`config.mk`:
```
export PLATFORM = sky130hd
export DESIGN_NAME = spi_target
export DESIGN_NICKNAME = d
export VERILOG_FILES = /design/src/rtl/spi_target.sv
export SDC_FILE = /design/constraint.sdc
export NUM_CORES = 1
export LEC_CHECK = 0
export BUFFER_PORTS_ARGS = -buffer_cell sky130_fd_sc_hd__buf_2
export CORE_UTILIZATION = 35
export DETAILED_ROUTE_END_ITERATION = 7
export SKIP_CTS_REPAIR_TIMING = 1
export SYNTH_ARGS = -nofsm -noshare
export SYNTH_HDL_FRONTEND = slang
export SYNTH_SLANG_ARGS = --single-unit
```
`constraint.sdc`:
```
create_clock -name clk -period 2.7 [get_ports clk]
set_clock_uncertainty 0.2 [all_clocks]
set_input_delay 0 -clock clk [delete_from_list [all_inputs] [get_ports clk]]
set_output_delay 0 -clock clk [all_outputs]
set_load 0.05 [all_outputs]
```
`src/rtl/spi_target.sv`:
```
// SPI mode-0 responder: oversamples sck/cs/mosi in the clk domain, shifts MOSI
// bytes into a first-word-fallthrough RX FIFO and queued TX bytes onto MISO, MSB first.
module spi_target #(
    parameter int unsigned       DATA_W      = 8,
    parameter int unsigned       RX_DEPTH    = 4,
    parameter int unsigned       SYNC_STAGES = 2,
    parameter logic [DATA_W-1:0] IDLE_FILL   = 8'hFF
) (
    input  logic              clk,
    input  logic              Rst,
    input  logic              spi_sck,
    input  logic              spi_cs,
    input  logic              spi_mosi,
    output logic              spi_miso,
    input  logic [DATA_W-1:0] tx_din,
    input  logic              tx_wr,
    output logic              tx_full,
    output logic [DATA_W-1:0] rx_dout,
    input  logic              rx_rd,
    output logic              rx_data_avail,
    output logic              rx_overflow,
    output logic              busy
);
    localparam int unsigned AW   = $clog2(RX_DEPTH);
    localparam int unsigned CNTW = AW + 1;
    localparam int unsigned CW   = $clog2(DATA_W);

    typedef enum logic {ST_IDLE, ST_SHIFT} state_t;

    logic [SYNC_STAGES-1:0] sck_sync_q, cs_sync_q, mosi_sync_q;
    logic                   sck_d1_q, cs_d1_q, cs_seen_q;
    logic                   sck_s, cs_s, mosi_s;
    logic                   sck_rise, sck_fall, cs_rise, cs_fall;

    assign sck_s    = sck_sync_q[SYNC_STAGES-1];
    assign cs_s     = cs_sync_q[SYNC_STAGES-1];
    assign mosi_s   = mosi_sync_q[SYNC_STAGES-1];
    assign sck_rise = sck_s & ~sck_d1_q;
    assign sck_fall = ~sck_s & sck_d1_q;
    assign cs_rise  = cs_s & ~cs_d1_q;
    assign cs_fall  = ~cs_s & cs_d1_q;

    // cs chain resets low: a cs already low at reset release is never seen as a fresh fall.
    always_ff @(posedge clk or posedge Rst) begin
        if (Rst) begin
            sck_sync_q  <= '0;
            cs_sync_q   <= '0;
            mosi_sync_q <= '0;
            sck_d1_q    <= 1'b0;
            cs_d1_q     <= 1'b0;
            cs_seen_q   <= 1'b0;
        end else begin
            sck_sync_q  <= {sck_sync_q[SYNC_STAGES-2:0], spi_sck};
            cs_sync_q   <= {cs_sync_q[SYNC_STAGES-2:0], spi_cs};
            mosi_sync_q <= {mosi_sync_q[SYNC_STAGES-2:0], spi_mosi};
            sck_d1_q    <= sck_s;
            cs_d1_q     <= cs_s;
            cs_seen_q   <= cs_seen_q | cs_s;
        end
    end

    state_t            state_q;
    logic [CW-1:0]     bit_cnt_q;
    logic [DATA_W-1:0] rx_shift_q, tx_shift_q, hold_q;
    logic              tx_full_q, miso_q, push_q;
    logic              reload;
    logic [DATA_W-1:0] reload_byte;

    assign reload      = (state_q == ST_IDLE) ? cs_fall
                                              : (sck_fall && (bit_cnt_q == '0) && !cs_rise);
    assign reload_byte = tx_full_q ? hold_q : IDLE_FILL;

    always_ff @(posedge clk or posedge Rst) begin
        if (Rst) begin
            state_q    <= ST_IDLE;
            bit_cnt_q  <= '0;
            rx_shift_q <= '0;
            tx_shift_q <= '0;
            hold_q     <= '0;
            tx_full_q  <= 1'b0;
            miso_q     <= 1'b1;
            push_q     <= 1'b0;
        end else begin
            push_q <= 1'b0;
            if (reload) begin
                tx_shift_q <= reload_byte;
                miso_q     <= reload_byte[DATA_W-1];
            end
            // A write landing with a reload refills the register the reload just emptied.
            if (tx_wr && (reload || !tx_full_q)) begin
                hold_q    <= tx_din;
                tx_full_q <= 1'b1;
            end else if (reload) begin
                tx_full_q <= 1'b0;
            end
            case (state_q)
                ST_IDLE: begin
                    bit_cnt_q <= '0;
                    if (cs_fall) state_q <= ST_SHIFT;
                end
                ST_SHIFT: begin
                    if (cs_rise) begin
                        state_q   <= ST_IDLE;
                        bit_cnt_q <= '0;
                        miso_q    <= 1'b1;
                    end else if (sck_rise) begin
                        rx_shift_q <= {rx_shift_q[DATA_W-2:0], mosi_s};
                        if (bit_cnt_q == CW'(DATA_W - 1)) begin
                            bit_cnt_q <= '0;
                            push_q    <= 1'b1;
                        end else begin
                            bit_cnt_q <= bit_cnt_q + CW'(1);
                        end
                    end else if (sck_fall && (bit_cnt_q != '0)) begin
                        tx_shift_q <= tx_shift_q << 1;
                        miso_q     <= tx_shift_q[DATA_W-2];
                    end
                end
                default: state_q <= ST_IDLE;
            endcase
        end
    end

    logic [DATA_W-1:0] mem_q [RX_DEPTH];
    logic [AW-1:0]     wr_ptr_q, wr_ptr_d, rd_ptr_q, rd_ptr_d;
    logic [CNTW-1:0]   count_q, count_d;
    logic              ovf_q, ovf_d;
    logic              fifo_full, pop, do_push;

    assign fifo_full = (count_q == CNTW'(RX_DEPTH));
    assign pop       = rx_rd && (count_q != '0);
    assign do_push   = push_q && (!fifo_full || pop);

    always_comb begin
        wr_ptr_d = wr_ptr_q;
        rd_ptr_d = rd_ptr_q;
        count_d  = count_q;
        ovf_d    = ovf_q;
        if (do_push) wr_ptr_d = wr_ptr_q + AW'(1);
        if (pop)     rd_ptr_d = rd_ptr_q + AW'(1);
        case ({do_push, pop})
            2'b10:   count_d = count_q + CNTW'(1);
            2'b01:   count_d = count_q - CNTW'(1);
            default: ;
        endcase
        if (pop)                         ovf_d = 1'b0;
        else if (push_q && fifo_full)    ovf_d = 1'b1;
    end

    always_ff @(posedge clk or posedge Rst) begin
        if (Rst) begin
            for (int unsigned i = 0; i < RX_DEPTH; i++) mem_q[i] <= '0;
            wr_ptr_q <= '0;
            rd_ptr_q <= '0;
            count_q  <= '0;
            ovf_q    <= 1'b0;
        end else begin
            if (do_push) mem_q[wr_ptr_q] <= rx_shift_q;
            wr_ptr_q <= wr_ptr_d;
            rd_ptr_q <= rd_ptr_d;
            count_q  <= count_d;
            ovf_q    <= ovf_d;
        end
    end

    assign spi_miso      = miso_q;
    assign tx_full       = tx_full_q;
    assign rx_data_avail = (count_q != '0);
    assign rx_dout       = (count_q != '0) ? mem_q[rd_ptr_q] : '0;
    assign rx_overflow   = ovf_q;
    assign busy          = cs_seen_q & ~cs_s;

endmodule

```
==> impl_metrics.yaml <==
place:
  gp_congestion: 0.746
  io_buffers: 27
  post-dp-hpwl_um: 4180
final_layout:
  layout-drive-gt1-share_pct: 31.4
  final_nets: 363
  multiInputGateArea_sq_um: 1550
  regArea_sq_um: 1980
  n_antenna_cell: 0
  synthToLayoutAreaGrowth_pct: 20.4
  nFillCells: 902
cts:
  cts_buffers: 9
  cts_buffer_depth: 2
  cts_sinks: 79
  ctsRootBufferMaster: "clkbuf_8"
  cts_tree: "yes"
  cts.clk_slew.worst_paths_ns: 0.09
  clk_latency_ns: 0.36
  ctsHtreeMaxLevel: 3
floorplanning:
  floorplan.initialDensity_pct: 36.6
  placementRows: 36
  io-pin-count: 28
  dieHeight_um: 104
  die_w_um: 104
  dieArea_sq_um: 10800
  core_area_sq_um: 9950
sta:
  finalSetupTns_ns: 0
  min_period_ns: 2.53
  rsz0062_at_grt: "false"
  hold_ws_ns: 0.0814
  max_slew_margin_pct: 57.9
  report.final.hold_viol_count: 0
  finalCritPeriodShare_pct: 93.8
  fmax_mhz: 395
  worstMarginPinSlew_ns: 0.632
  slew_violations: 0
  finalSetupViolations: 0
setup_path:
  worst_setup_path_end_kind: "flop"
  path_buf_inv: 2
  arrival_ns: 2.58
  slowest_stage: "dlygate4sd3_1"
  critical_path_class: "flop to flop"
  cp_top_family: "compound AO/OA/AOI/OAI gates"
  cp_data_required_time_ns: 2.74
  crit_path_max_incr_delay_ns: 0.57
  path_cells: "inv_1 -> ha_1 -> a31oi_4 -> o21a_1 -> o211ai_1 -> dlygate4sd3_1"
  cp_max_fo: 18
  start_kind: "flop"
global_route:
  antenna_found_initial: 0
  grt_usage_pct: 13.3
  overflow: 0
  grt_max_degree: 31
  grt_pass1_wl_um: 11300
  first_global_vias: 2303
drt:
  drt_iter0_markers: 67
  wl_per_cell_um: 13.6
  wl_um: 6500
  drt_first_pass_iters: 4
  vias_per_cell: 4.80
  drc: 0
  vias: 2290
  antenna_left: 0
hold_path:
  hold_path.class: "input pin to flop"
power_and_ir_drop:
  irDropWorstVdd_v: 0.000354
  p_leak_nw: 2.02
  p_per_area_nw_per_um2: 699
yosys:
  synth_largest_area_cell: "dfrtp_1"
  ys_warn_count: 0
  synthesis.nets: 304
  yosysSeqAreaShare_pct: 54.3
  synthCells: 280
  synth_cell_types: 41
  synth.avg_cell_area_sq_um: 13.0
  synth_top_area_share_pct: 53.6
  ys_top_cells_by_area: "dfrtp_1 54%, mux2_2 12%, mux4_2 4.9%"
  synth_seq_cells: 79
  syn-cell-area_sq_um: 3640
flow_run:
  max_cap_violations: 0
run_status:
  status: "completed"
cells in the final DEF (no fill, tap or decap), drive strengths merged, types with 2 or more instances in the layout:
cell | synthesis | routed
clkbuf | 5 | 9
or2 | 3 | 3
nor2b | 5 | 5
mux4 | 8 | 8
nor4b | 7 | 7
mux2 | 40 | 40
a21oi | 3 | 3
ha | 8 | 8
a211oi | 6 | 6
a31oi | 2 | 2
nor2 | 19 | 19
buf | 6 | 32
xor2 | 3 | 3
dfrtp | 78 | 78
nand2b | 10 | 10
o221ai | 2 | 2
and2 | 10 | 10
dlygate4sd3 | 0 | 27
clkinvlp | 0 | 2
nand2 | 15 | 15
nand3 | 2 | 2
clkinv | 0 | 2
o211ai | 16 | 16
xnor2 | 3 | 3
inv | 16 | 19
mux2i | 2 | 2
sequential cells by signal (all words and copies together), names as in the netlist:
name and cells:
bit_cnt_q 3, count_q 3, cs_d1_q 1, cs_seen_q 1
cs_sync_q 2, hold_q 8, mem_q 32, mosi_sync_q 2
push_q 1, rd_ptr_q 2, rx_overflow 1, rx_shift_q 8
sck_d1_q 1, sck_sync_q 2, spi_miso 1, state_q 1
tx_full 1, tx_shift_q 7, wr_ptr_q 2
area by class of cell:
type	instances	share of cell area [%]
inverters	16	1.40
clock buffers	9	2.82
multi-input cells	174	35.4
repair buffers	59	10.1
well taps	133	3.79
clock inverters	7	1.40
flip-flops and latches	79	45.1
per-layer routing:
metal / GRT usage [%] / vias to the layer above / share of wire, %
met4: 4.29 / 0 / 1.3
met3: 4.45 / 11 / 3.1
li1: - / 1110 / -
met5: 0 / - / 0
met1: 16.5 / 1135 / 47
met2: 21.6 / 34 / 49
worst register-to-register path, stage by stage (launching register included):
cell and delay, ns:
dfrtp_1 0.38, inv_1 0.07, ha_1 0.24, a31oi_4 0.45
o21a_1 0.38, o211ai_1 0.15, dlygate4sd3_1 0.57
metrics by stage:
| stage | utilization [%] | setup slack (ns) | total power [mW] | cell area, sq um | instances |
|---|---|---|---|---|---|
| final | 44.1 | 0.166 | 3.07 | 4390 | 477 |
| after global routing | 44.1 | 0.00389 | 3.27 | 4390 | 477 |
| after CTS | 41.4 | 0.360 | 3.07 | 4120 | 450 |
| after detailed placement | 39.5 | 0.573 | 2.23 | 3930 | 434 |
| after global placement | 39.5 | 0.604 | 2.20 | 3930 | 434 |
| after floorplan | - | 0.139 | 2.05 | 3640 | 280 |
cell families after synthesis:
kind of cell    synth area share, %
xor+xnor                       1.44
fa+ha+maj                      3.30
simple gates                   12.1
compound gates                 7.93
mux                            17.9
buf+inv                        3.09
flops                          54.3
where the power goes:
part | internal, mW | total (mW) | switching, mW
Clock | 0.351 | 0.821 | 0.470
Combinational | 0.331 | 0.631 | 0.300
Sequential | 1.37 | 1.61 | 0.244
Total | 2.05 | 3.07 | 1.01
worst paths after layout:
check                      slack (ns)  cells past startpoint    startpoint       endpoint
setup reg to reg                 0.17                      6  bit_cnt_q[0]      hold_q[0]
max in group asynchronous        1.09                      5           Rst       mem_q[5]
min in group asynchronous        0.51                      4           Rst      hold_q[5]
setup / recovery                 0.17                      6  bit_cnt_q[0]      hold_q[0]
hold / removal                   0.08                      2       spi_sck  sck_sync_q[0]
hold reg to reg                  0.15                      0  cs_sync_q[0]   cs_sync_q[1]
cell usage after synthesis (all sizes together):
cell type  instances
o21ai              1
o221ai             2
and4               1
dfrtp             78
a31oi              2
nand4              1
nor2              19
mux2              40
a21oi              3
o32ai              1
nand3              2
ha                 8
inv               16
a211oi             6
o211ai            16
and2b              1
a2bb2oi            1
o21a               1
a221oi             1
xnor2              3
fa                 1
xor2               3
clkbuf             5
and2              10
or2                3
dfstp              1
nand2b            10
mux4               8
nor2b              5
nand2             15
mux2i              2
buf                6
or3                1
nor4b              7
Power figures use the tool's default switching activity.
